===== src/rtl/hazard_pkg.sv =====
// Shared types for the forwarding / load-use hazard controller: operand
// select encoding, the shadow slot record and the slot match helper.
package hazard_pkg;

  localparam int REG_W = 4;

  typedef enum logic [1:0] {
    SEL_REG   = 2'b00,  // ID/EX register value
    SEL_EXMEM = 2'b01,  // EX/MEM ALU result
    SEL_MEMWB = 2'b10,  // MEM/WB result or load data
    SEL_IMM   = 2'b11   // immediate, operand B only
  } sel_t;

  typedef struct packed {
    logic             valid;
    logic [REG_W-1:0] rd;
    logic             we;
    logic             load;
  } slot_t;

  // A slot produces a value the source needs. The x0 exclusion is applied
  // by the caller because it depends on a top-level parameter.
  function automatic logic slot_match(slot_t s, logic [REG_W-1:0] src, logic use_src);
    return s.valid && s.we && (s.rd == src) && use_src;
  endfunction

endpackage


===== src/rtl/hazard_slot.sv =====
// One shadow pipeline slot: holds {valid, rd, we, load} of the instruction
// in its stage. Freezes on hold, loads an empty record on bubble.
module hazard_slot
  import hazard_pkg::*;
(
  input  logic  clk,
  input  logic  rst,
  input  logic  hold,
  input  logic  bubble,
  input  slot_t d,
  output slot_t q
);

  // Slot register: clear on reset, freeze on hold, otherwise advance.
  // NOTE: non-blocking assignment so every slot samples its neighbour's
  // pre-edge value; blocking here would let wb see ex's new value.
  always_ff @(posedge clk or negedge rst) begin
    if (!rst)       q <= '0;
    else if (!hold) q <= bubble ? slot_t'('0) : d;
  end

endmodule


===== src/rtl/forward_hazard_unit.sv =====
// Operand-forwarding select generation and load-use stall detection for the
// execute stage. Tracks EX/MEM/WB producers in three shadow slots and
// registers the operand mux selects on the edge that moves ID into EX.
module forward_hazard_unit
  import hazard_pkg::*;
#(
  parameter int R         = REG_W,
  parameter bit ZERO_HARD = 1'b1,
  parameter int CW        = 16
) (
  input  logic          clk,
  input  logic          rst,
  input  logic [R-1:0]  rs1_id,
  input  logic [R-1:0]  rs2_id,
  input  logic          rs1_use_id,
  input  logic          rs2_use_id,
  input  logic          use_imm_id,
  input  logic [R-1:0]  rd_id,
  input  logic          we_id,
  input  logic          load_id,
  input  logic          valid_id,
  input  logic          stall_ext,
  input  logic          flush,
  output logic [1:0]    sel_a,
  output logic [1:0]    sel_b,
  output logic          stall_id,
  output logic          ex_valid,
  output logic [CW-1:0] stall_cnt
);

  localparam logic [CW-1:0] CNT_MAX = {CW{1'b1}};

  slot_t id_slot, ex_slot, mem_slot, wb_slot;
  logic  bubble_ex;
  logic  rs1_zero, rs2_zero;
  logic  ex_m1, ex_m2, mem_m1, mem_m2;
  sel_t  sel_a_nxt, sel_b_nxt, sel_a_q, sel_b_q;
  logic [CW-1:0] stall_cnt_q;

  assign id_slot = '{valid: valid_id, rd: rd_id, we: we_id, load: load_id};

  // EX takes the ID instruction or a bubble; MEM and WB always shift.
  hazard_slot u_ex  (.clk(clk), .rst(rst), .hold(stall_ext), .bubble(bubble_ex),
                     .d(id_slot),  .q(ex_slot));
  hazard_slot u_mem (.clk(clk), .rst(rst), .hold(stall_ext), .bubble(1'b0),
                     .d(ex_slot),  .q(mem_slot));
  hazard_slot u_wb  (.clk(clk), .rst(rst), .hold(stall_ext), .bubble(1'b0),
                     .d(mem_slot), .q(wb_slot));

  // WB is tracked for completeness; the write-through register file means
  // it never forwards, and MEM's load flag never matters either.
  logic unused_slot_bits;
  assign unused_slot_bits = ^{wb_slot, mem_slot.load};

  assign rs1_zero = ZERO_HARD && (rs1_id == '0);
  assign rs2_zero = ZERO_HARD && (rs2_id == '0);

  assign ex_m1  = slot_match(ex_slot,  rs1_id, rs1_use_id) && !rs1_zero;
  assign ex_m2  = slot_match(ex_slot,  rs2_id, rs2_use_id) && !rs2_zero;
  assign mem_m1 = slot_match(mem_slot, rs1_id, rs1_use_id) && !rs1_zero;
  assign mem_m2 = slot_match(mem_slot, rs2_id, rs2_use_id) && !rs2_zero;

  // A load in EX cannot forward in time to a dependent in ID.
  assign stall_id  = valid_id && !stall_ext && ex_slot.load &&
                     (ex_m1 || (ex_m2 && !use_imm_id));
  assign bubble_ex = flush || stall_id;

  // Select decision for the ID instruction; youngest producer wins.
  // NOTE: defaults first so every path assigns both selects and no latch
  // is inferred.
  always_comb begin
    sel_a_nxt = SEL_REG;
    sel_b_nxt = SEL_REG;
    if (valid_id) begin
      if (ex_m1)       sel_a_nxt = SEL_EXMEM;
      else if (mem_m1) sel_a_nxt = SEL_MEMWB;
      if (use_imm_id)  sel_b_nxt = SEL_IMM;
      else if (ex_m2)  sel_b_nxt = SEL_EXMEM;
      else if (mem_m2) sel_b_nxt = SEL_MEMWB;
    end
  end

  // Registered selects and saturating load-use stall counter.
  always_ff @(posedge clk or negedge rst) begin
    if (!rst) begin
      sel_a_q     <= SEL_REG;
      sel_b_q     <= SEL_REG;
      stall_cnt_q <= '0;
    end else if (!stall_ext) begin
      sel_a_q <= bubble_ex ? SEL_REG : sel_a_nxt;
      sel_b_q <= bubble_ex ? SEL_REG : sel_b_nxt;
      if (stall_id && !flush && (stall_cnt_q != CNT_MAX))
        stall_cnt_q <= stall_cnt_q + CW'(1);
    end
  end

  assign sel_a     = sel_a_q;
  assign sel_b     = sel_b_q;
  assign ex_valid  = ex_slot.valid;
  assign stall_cnt = stall_cnt_q;

endmodule


===== config.mk =====
export PLATFORM = sky130hd
export DESIGN_NAME = forward_hazard_unit
export DESIGN_NICKNAME = d
export VERILOG_FILES = /design/src/rtl/hazard_pkg.sv /design/src/rtl/hazard_slot.sv /design/src/rtl/forward_hazard_unit.sv
export SDC_FILE = /design/constraint.sdc
export NUM_CORES = 1
export LEC_CHECK = 0
export CORE_MARGIN = 3
export CORE_UTILIZATION = 44
export CTS_CLUSTER_DIAMETER = 120
export CTS_CLUSTER_SIZE = 40
export DETAILED_ROUTE_END_ITERATION = 12
export PLACE_DENSITY_LB_ADDON = 0.1
export SLEW_MARGIN = 20
export SYNTH_ARGS = -nofsm -noshare
export SYNTH_HDL_FRONTEND = slang
export SYNTH_SLANG_ARGS = --single-unit

===== constraint.sdc =====
create_clock -name clk -period 1.9 [get_ports clk]
set_clock_uncertainty 0.15 [all_clocks]
set_input_delay 0.285 -clock clk [delete_from_list [all_inputs] [get_ports clk]]
set_output_delay 0.285 -clock clk [all_outputs]
set_load 0.02 [all_outputs]

After elaboration in Yosys (flattened, before gate mapping):

Index checks and enable logic that the tools add are counted.

* logic and storage cells: 57
* memories kept: 0
* latch bits: 0
* bits of input ports: 22
* memory bits (writable): 0
* output and inout port bits: 22
* flip-flop bits (word level): 33
* bits in read-only memories: 0

* $mul: 0
* $lt $le $gt $ge: 0
* shifts and indexed selects: 0
* reduce and logical (&&, ||, !) cells: 30
* multiplexer cells: 10
* divide/modulo/power cells: 0
* equal/unequal tests: 5
* add/subtract/negate cells: 1
* bitwise gates (word level): 1

Operator list (count)
* logical AND 1 bit: 20
* two-way mux 2 bit: 9
* adder 16 x 1 -> 16 bit, second input constant: 1
* equality test 4 bit: 4
* != test 16 bit, second input constant: 1
* zero test 4 bit: 2
* two-way mux 7 bit: 1
* zero test 1 bit: 5
* logical OR 1 bit: 2
* AND reduction 2 bit: 1
* inverter 1 bit: 1

Longest topological paths before layout:

Gate-level depths: netlist of run 1.

* depth after elaboration: 10
* mapped depth: 7
* mapped depth without buffers: 6

Modules after synthesis:

From an unflattened synthesis of run 1, not the netlist that was laid out.

* cells, all modules: 187
* area total of the unflattened synthesis: 1925.6 um^2

Modules (own cells, without submodules)
* forward_hazard_unit: cells an instance 131, seq. area each 500.5 um^2, area an instance 1330.0 um^2, instances 1
* hazard_slot: cells an instance 28, seq. area each 175.2 um^2, area an instance 297.8 um^2, instances 2

Worst setup path after synthesis of run 1:

No wires, ideal clock.

* path kind: register to register
* from: register stall_cnt_q[3] (netlist: stall_cnt[3])
* to: register stall_cnt_q[1] (netlist: stall_cnt[1])
* required time: 1.625 ns
* stages on the path, launching flop included: 7
* buffers on the path: 0
* setup time: 0.125 ns
* arrival: 1.758 ns
* period minus slack after synthesis: 2.033 ns
* path slack: -0.133 ns
* cell sequence: dfrtp_1 -> and2_1 -> and3_4 -> nand3_1 -> o31a_1 -> and3_4 -> mux2_4

* cells in the longest elaborated chain, start to end: 3

RTL lines
* from (decl): RTL line forward_hazard_unit.sv:38 `logic [CW-1:0] stall_cnt_q;`
* from (signal assigned): RTL line forward_hazard_unit.sv:93 `stall_cnt_q <= stall_cnt_q + CW'(1);`
* != test 16 bit: RTL line forward_hazard_unit.sv:92 `if (stall_id && !flush && (stall_cnt_q != CNT_MAX))`
* logical AND 1 bit: RTL line forward_hazard_unit.sv:92
* AND reduction 2 bit (no line)

No other way between the ends.
A chain may end at the register's enable or synchronous reset.

Final worst setup path of run 1:

* from: register u_ex.q[2] in the netlist's numbering
* to: output port stall_id

* cells in the longest elaborated chain, start to end: 7
* elaborated cells on any way between the ends: 11
* classes of those cells: 2 x eq/ne; 9 x reduce/logical

RTL lines
* from (decl): RTL line hazard_slot.sv:11 `output slot_t q`
* from (signal assigned): RTL line hazard_slot.sv:19 `else if (!hold) q <= bubble ? slot_t'('0) : d;`
* equality test 4 bit: RTL line hazard_pkg.sv:24 `return s.valid && s.we && (s.rd == src) && use_src;`
* logical AND 1 bit (2 in series): RTL line hazard_pkg.sv:24
* logical AND 1 bit: RTL line forward_hazard_unit.sv:59 `assign ex_m2 = slot_match(ex_slot, rs2_id, rs2_use_id) && !rs2_zero;`
* logical AND 1 bit: RTL line forward_hazard_unit.sv:65 `(ex_m1 || (ex_m2 && !use_imm_id));`
* logical OR 1 bit (*): RTL line forward_hazard_unit.sv:65
* logical AND 1 bit (*): RTL line forward_hazard_unit.sv:64 `assign stall_id = valid_id && !stall_ext && ex_slot.load &&`
* to (decl): RTL line forward_hazard_unit.sv:26 `output logic stall_id,`

Every way passes the cells marked *; elsewhere a longest branch is shown, timed or not.

==> metrics.csv, run 1 <==
stage;metric;value;unit
worst_setup_path;cp.depth;6;
clock_network;clock_latency;0.29;ns
worst_setup_path;path_max_fanout;3;
timing;min_period;2.19;ns
status;status;finished with violations;
layout;syn2layout_area_growth;64.9;%
layout;register_area;836;um^2
routing;detail_route.vias_per_cell;5.38;
global_routing;antenna_found_initial;0;
worst_setup_path;path_buf_inv;1;
yosys;ys_seq_area_frac;0.455;
timing;setup_tns;-3.94;ns
clock_network;numCtsBuffers;5;
yosys;synth_top_family_by_area;simple AND/OR/NAND/NOR gates;
routing;routedWlPerCell;17.5;um
placed_design;dpl.hpwl;3.61;mm
layout;final_cells;307;
placed_design;routabilityCongestion;0.877;
global_routing;grt_start_max_net_pins;34;
yosys;synth-adder-area-share;0.00690;
timing;tightestPinTransition;0.431;ns
yosys;synth.distinct_cells;40;
floorplanning;fp.coreArea;3830;um^2
clock_network;clk_pin_slew;0.08;ns
worst_setup_path;crit_path_end_kind;primary output;
clock_network;ctsHtreeMaxLevel;2;
worst_setup_path;r2r_setup_slack;-0.25;ns
worst_setup_path;rr_worst_depth;8;
placed_design;pre_cts_ws;-0.771;ns
floorplanning;dieArea;4930;um^2
layout;final_util;0.782;
power;leakage;1.43;nW
routing;post-route-drc-count;0;
floorplanning;fp-row-count;22;
placed_design;dp_cells;286;
yosys;synthCells;154;
worst_setup_path;critPathKind;flop to primary output;
status;violations;negative setup slack;
layout;fin_nets;281;
routing;drt-total-wl;5.38;mm
layout;multi_input_area;1120;um^2
worst_setup_path;r2r-start;u_ex.q[2]$_DFFE_PN0N_;
flow_run;drv_cap;0;
worst_setup_path;r2r-end;stall_cnt[1]$_DFFE_PN0P_;
layout;stdcell_area;2990;um^2
placed_design;port_buffers;43;
worst_hold_path;hp-class;input pin to async pin;
floorplanning;io_pins;44;
floorplanning;die_x;70.2;um
routing;first_iter_violations;73;
placed_design;placed_area;2630;um^2
routing;detail-route-antenna-nets;0;
global_routing;grt-ovfl-total;0;
yosys;ys_warn_count;0;
worst_setup_path;critPathArrivalTime;1.76;ns
clock_network;clockBufferDepth;2;
power;finalPower;1.53;mW
worst_setup_path;path_delay_family;simple AND/OR/NAND/NOR gates;
worst_setup_path;worstPathRequired;1.46;ns
timing;min_period_over_period;1.15;
timing;slew_violations;0;
yosys;synthesis.nets;177;
worst_setup_path;startpoint;u_ex.q[2]$_DFFE_PN0N_;
worst_setup_path;endpoint;stall_id;
yosys;synth_ff_type;dfrtp_1;
yosys;synth_xor_area_frac;0.150;
floorplanning;die_h;70.2;um
routing;first_pass_iters;4;
timing;finalSetupViolCount;25;
layout;fill_cells;237;
clock_network;cts_hold_buf;0;
worst_setup_path;cpPeakStageDelay;0.43;ns
timing;fin_ws;-0.294;ns
yosys;synth_edf_count;0;
worst_setup_path;crit_slowest_cell;dfrtp_1;
yosys;synth-async-reset-ratio;1.00;
power;p_per_area;513;nW/um^2
clock_network;cts-root-buf;clkbuf_8;
worst_setup_path;start_kind;flop;
timing;slew_headroom;0.713;
clock_network;cts_tree;built;
timing;finalHoldViolations;0;
clock_network;clock-sinks;33;
global_routing;grt_pass1_vias;1696;
power;peakVddDrop;0.416;mV
yosys;synth_area;1810;um^2
yosys;yosys.area_share.simple;0.219;
global_routing;grt_pass1_wl;8.57;mm
yosys;muxShareOfSynthArea;0.0455;
timing;fmax;456;MHz
yosys;synth-compound-area-share;0.110;
floorplanning;start_util;0.474;
global_routing;grt_usage;0.223;
timing;rsz0062_at_grt;yes;
worst_setup_path;crit_chain;xor2_1 -> nor3_2 -> nand4_2 -> o21ai_2 -> and3_4 -> buf_6;
timing;whs;0.241;ns
layout;antenna_cells;0;
routing;vias;1652;
layout;layout-drive-gt1-share;0.452;
yosys;synth.avg_cell_area;11.8;um^2
yosys;ys_ff_latch;33;
## timing repair
item | in CTS | in global routing
setup buffers | 9 | 6
gates resized for setup | 34 | 17
endpoints found under the hold margin | 0 | 0
pin swaps | 30 | 14
setup endpoints to repair | 18 | 27
## synthesized netlist by cell type, types with 2 or more instances
| master | number | area share |
|---|---|---|
| nand2_1 | 12 | 0.025 |
| a22o_1 | 8 | 0.039 |
| nand4_2 | 2 | 0.014 |
| o41ai_2 | 2 | 0.018 |
| and3_4 | 3 | 0.019 |
| nor2_1 | 3 | 0.0062 |
| mux2_2 | 6 | 0.037 |
| nor3_1 | 6 | 0.017 |
| nand3_1 | 7 | 0.019 |
| dfrtp_1 | 33 | 0.46 |
| xor2_1 | 13 | 0.063 |
| xnor2_1 | 18 | 0.087 |
| nand4_1 | 7 | 0.024 |
| and3_1 | 5 | 0.017 |
| nor4_2 | 3 | 0.021 |
| nor3_2 | 2 | 0.011 |
## how the worst min path moves through the flow
stage / endpoint / slack [ns] / cells past startpoint
CTS: u_ex.q[4]$_DFFE_PN0N_ / 0.25 / 2
global placement: sel_a[1]$_DFFE_PN0N_ / 0.31 / 2
global route: u_ex.q[5]$_DFFE_PN0N_ / 0.28 / 2
detailed placement: sel_b[0]$_DFFE_PN0N_ / 0.32 / 2
floorplan: sel_a[0]$_DFFE_PN0N_ / -0.16 / 0
finish: u_ex.q[5]$_DFFE_PN0N_ / 0.24 / 2
## cell families (layout without fill, tap and decap cells)
| logic type | count (synthesis) | count (layout) |
|---|---|---|
| fa+ha+maj | 1 | 1 |
| simple gates | 59 | 59 |
| flops | 33 | 33 |
| mux | 7 | 7 |
| xor+xnor | 31 | 31 |
| compound gates | 19 | 19 |
| buf+inv | 4 | 109 |
## layer usage
metal	share of wire	vias up	routed length, um	global-route usage
met4	0.029	0	158	0.0915
met3	0.046	13	246	0.0518
met5	0	-	0	0
li1	-	779	-	-
met2	0.49	52	2660	0.356
met1	0.43	808	2320	0.290
## placed cells by master (no fill, tap or decap), types with 2 or more instances in the layout
cell,count
nor3_1,2
xor2_1,13
nand3_2,4
nor3_4,3
dfrtp_1,25
clkdlybuf4s50_1,31
and3_4,4
and3_1,4
mux2_2,6
dfrtp_2,8
dlygate4sd2_1,11
xnor2_2,2
nand3_1,2
nor3_2,3
clkinv_2,2
buf_4,47
nor4_4,3
buf_6,10
clkbuf_8,5
xnor2_1,16
nand2_1,12
nor2_1,3
a22o_1,8
nand4_1,7
nand4_2,2
## cell type report
type / instances / area share
Inverter: 1 / 0.00126
Multi-Input combinational cell: 117 / 0.373
Sequential cell: 33 / 0.279
Clock inverter: 2 / 0.00335
Clock buffer: 6 / 0.0243
Tap cell: 48 / 0.0201
Timing Repair Buffer: 100 / 0.298
## registers in the layout, indices dropped and copies added, names as in the netlist
signal	flops
stall_cnt	16
sel_b	2
u_mem.q	6
u_ex.q	7
sel_a	2
## report_power, final
part	internal, mW	total (mW)	switching (mW)
clock	0.254	0.519	0.266
combinational	0.137	0.255	0.119
sequential	0.731	0.758	0.0275
total	1.12	1.53	0.412
Note: power is estimated with default switching activity, not from simulation.
==> run 2, diff against run 1 <==
- CORE_UTILIZATION: 44 -> 53
- PLACE_DENSITY: unset -> 0.95
- PLACE_DENSITY_LB_ADDON: 0.1 -> unset
- clock period: 1.9 -> 2.8 ns (I/O delays scaled with it)
==> metrics.csv, run 2 (synthesis results as in run 1) <==
stage;metric;value;unit;change
global_routing;grt_start_max_net_pins;34;;unchanged
timing;finalSetupViolCount;0;;-100%
floorplanning;fp-row-count;20;;-9.1%
layout;layout-drive-gt1-share;0.242;;-0.210
floorplanning;start_util;0.575;;+0.101
routing;routedWlPerCell;17.7;um;+1.3%
clock_network;clock_latency;0.34;ns;+0.05 ns
routing;first_pass_iters;7;;+3
timing;tightestPinTransition;0.408;ns;-0.0223 ns
floorplanning;die_h;64.5;um;-8.1%
timing;slew_violations;0;;unchanged
floorplanning;die_x;64.5;um;-8.1%
layout;fill_cells;199;;-16%
routing;first_iter_violations;95;;+30%
routing;vias;1534;;-7.1%
layout;layout_common_cells;42 x clkdlybuf4s50_1, 33 x dfrtp_1, 18 x xnor2_1;;
status;status;complete, no violations;;
placed_design;dpl.hpwl;3.47;mm;-3.9%
flow_run;drv_cap;0;;unchanged
clock_network;clk_pin_slew;0.10;ns;+0.02 ns
worst_setup_path;path_delay_family;buffers and inverters;;
worst_setup_path;critPathArrivalTime;2.15;ns;+0.39 ns
placed_design;port_buffers;43;;unchanged
timing;finalHoldViolations;0;;unchanged
clock_network;cts-root-buf;clkbuf_4;;
routing;detail_route.vias_per_cell;5.83;;+8.4%
clock_network;cts_tree;built;;
timing;min_period_over_period;0.972;;
worst_setup_path;start_kind;input pin;;
floorplanning;fp.coreArea;3150;um^2;-18%
timing;min_period;2.72;ns;
global_routing;grt_pass1_vias;1589;;-6.3%
routing;post-route-drc-count;0;;unchanged
power;peakVddDrop;0.308;mV;-26%
routing;detail-route-antenna-nets;0;;unchanged
worst_setup_path;path_max_fanout;3;;unchanged
worst_setup_path;crit_chain;clkdlybuf4s50_1 -> o41ai_2 -> nor3_2 -> nand4_2 -> o21ai_2 -> and3_1 -> dlygate4sd2_1;;
worst_setup_path;crit_slowest_cell;clkdlybuf4s50_1;;
power;leakage;1.11;nW;-23%
global_routing;antenna_found_initial;0;;unchanged
global_routing;grt_usage;0.246;;+0.0233
layout;fin_nets;241;;-14%
timing;rsz0062_at_grt;no;;
global_routing;grt-ovfl-total;0;;unchanged
layout;final_common_cell;clkdlybuf4s50_1;;
routing;drt-total-wl;4.67;mm;-13%
clock_network;numCtsBuffers;5;;unchanged
floorplanning;dieArea;4160;um^2;-16%
worst_setup_path;worstPathRequired;2.23;ns;+0.77 ns
worst_hold_path;hp-class;input pin to async pin;;
layout;final_util;0.790;;+0.00852
floorplanning;io_pins;44;;unchanged
layout;syn2layout_area_growth;37.4;%;
clock_network;ctsHtreeMaxLevel;2;;unchanged
clock_network;clock-sinks;33;;unchanged
power;finalPower;1.04;mW;-32%
timing;fmax;367;MHz;
clock_network;post_cts_buffers;0;;-9
worst_setup_path;path_buf_inv;2;;+1
worst_setup_path;critPathKind;input pin to primary output;;
worst_setup_path;crit_path_end_kind;primary output;;
timing;setup_tns;0;ns;+3.94 ns
power;p_per_area;418;nW/um^2;-18%
layout;antenna_cells;0;;unchanged
global_routing;grt_pass1_wl;7.73;mm;-9.7%
layout;largest_register_ffs;16;;unchanged
placed_design;routabilityCongestion;0.960;;+9.5%
worst_setup_path;cpPeakStageDelay;0.48;ns;+0.05 ns
timing;slew_headroom;0.728;;+0.0149
clock_network;clockBufferDepth;2;;unchanged
run 2: cell types whose count changed in the layout (fill, tap and decap cells not counted), sizes merged:
cell	before	now
clkdlybuf4s50	31	42
clkbuf	6	7
dlygate4sd2	11	1
bufinv	0	1
clkinv	2	0
buf	58	17
run 2: cell type report:
| type | count | area (um^2) | share of cell area |
|---|---|---|---|
| clock buffer | 7 | 55.1 | 0.0221 |
| clock inverter | 1 | 30.0 | 0.0121 |
| inverter | 1 | 3.75 | 0.00151 |
| multi-input combinational | 117 | 965 | 0.387 |
| sequential | 33 | 826 | 0.331 |
| tap | 44 | 55.1 | 0.0221 |
| timing repair buffer | 60 | 557 | 0.224 |
run 2: per-layer routing:
metal	GRT usage	share of wire	vias up
met3	0.0555	0.054	19
met5	0	0	-
met2	0.409	0.51	54
li1	-	-	702
met1	0.305	0.40	759
met4	0.113	0.029	0
run 2: report_power, final:
group	switching, mW	internal, mW	total (mW)
sequential	0.0230	0.495	0.518
clock	0.160	0.213	0.373
combinational	0.0679	0.0833	0.151
total	0.251	0.792	1.04
run 2: stage by stage:
step,setup slack [ns],hold slack (ns),std cells,area (um^2)
final,0.0780,0.311,263,2490
after global placement,-0.0471,0.305,255,2410
after CTS,0.0778,0.326,263,2490
after floorplan,0.725,-0.0256,154,1810
after detailed placement,-0.134,0.308,255,2410
after global routing,0.0158,0.345,263,2490
run 2: worst paths after layout:
path | cells after the start | from | end | slack [ns]
worst max-delay path | 7 | rs2_id[0] | stall_id | 0.08
worst min-delay path | 2 | rst | stall_cnt[11]$_DFFE_PN0P_ | 0.31
worst max register to register | 7 | u_ex.q[2]$_DFFE_PN0N_ | stall_cnt[13]$_DFFE_PN0P_ | 0.66
worst min register to register | 2 | sel_b[0]$_DFFE_PN0N_ | sel_b[0]$_DFFE_PN0N_ | 0.34
max in group asynchronous | 2 | rst | u_mem.q[5]$_DFFE_PN0N_ | 1.89
min in group clk | 2 | sel_b[0]$_DFFE_PN0N_ | sel_b[0]$_DFFE_PN0N_ | 0.34
run 2: repair_timing:
action,4_1_cts,5_1_grt
hold buffers,0,0
endpoints found under the setup margin,1,0
resized for setup,1,0
==> run 3, diff against run 2 <==
- CAP_MARGIN: unset -> 0
==> results of run 3 <==
Final layout, timing and power as in run 2 (identical DEF).
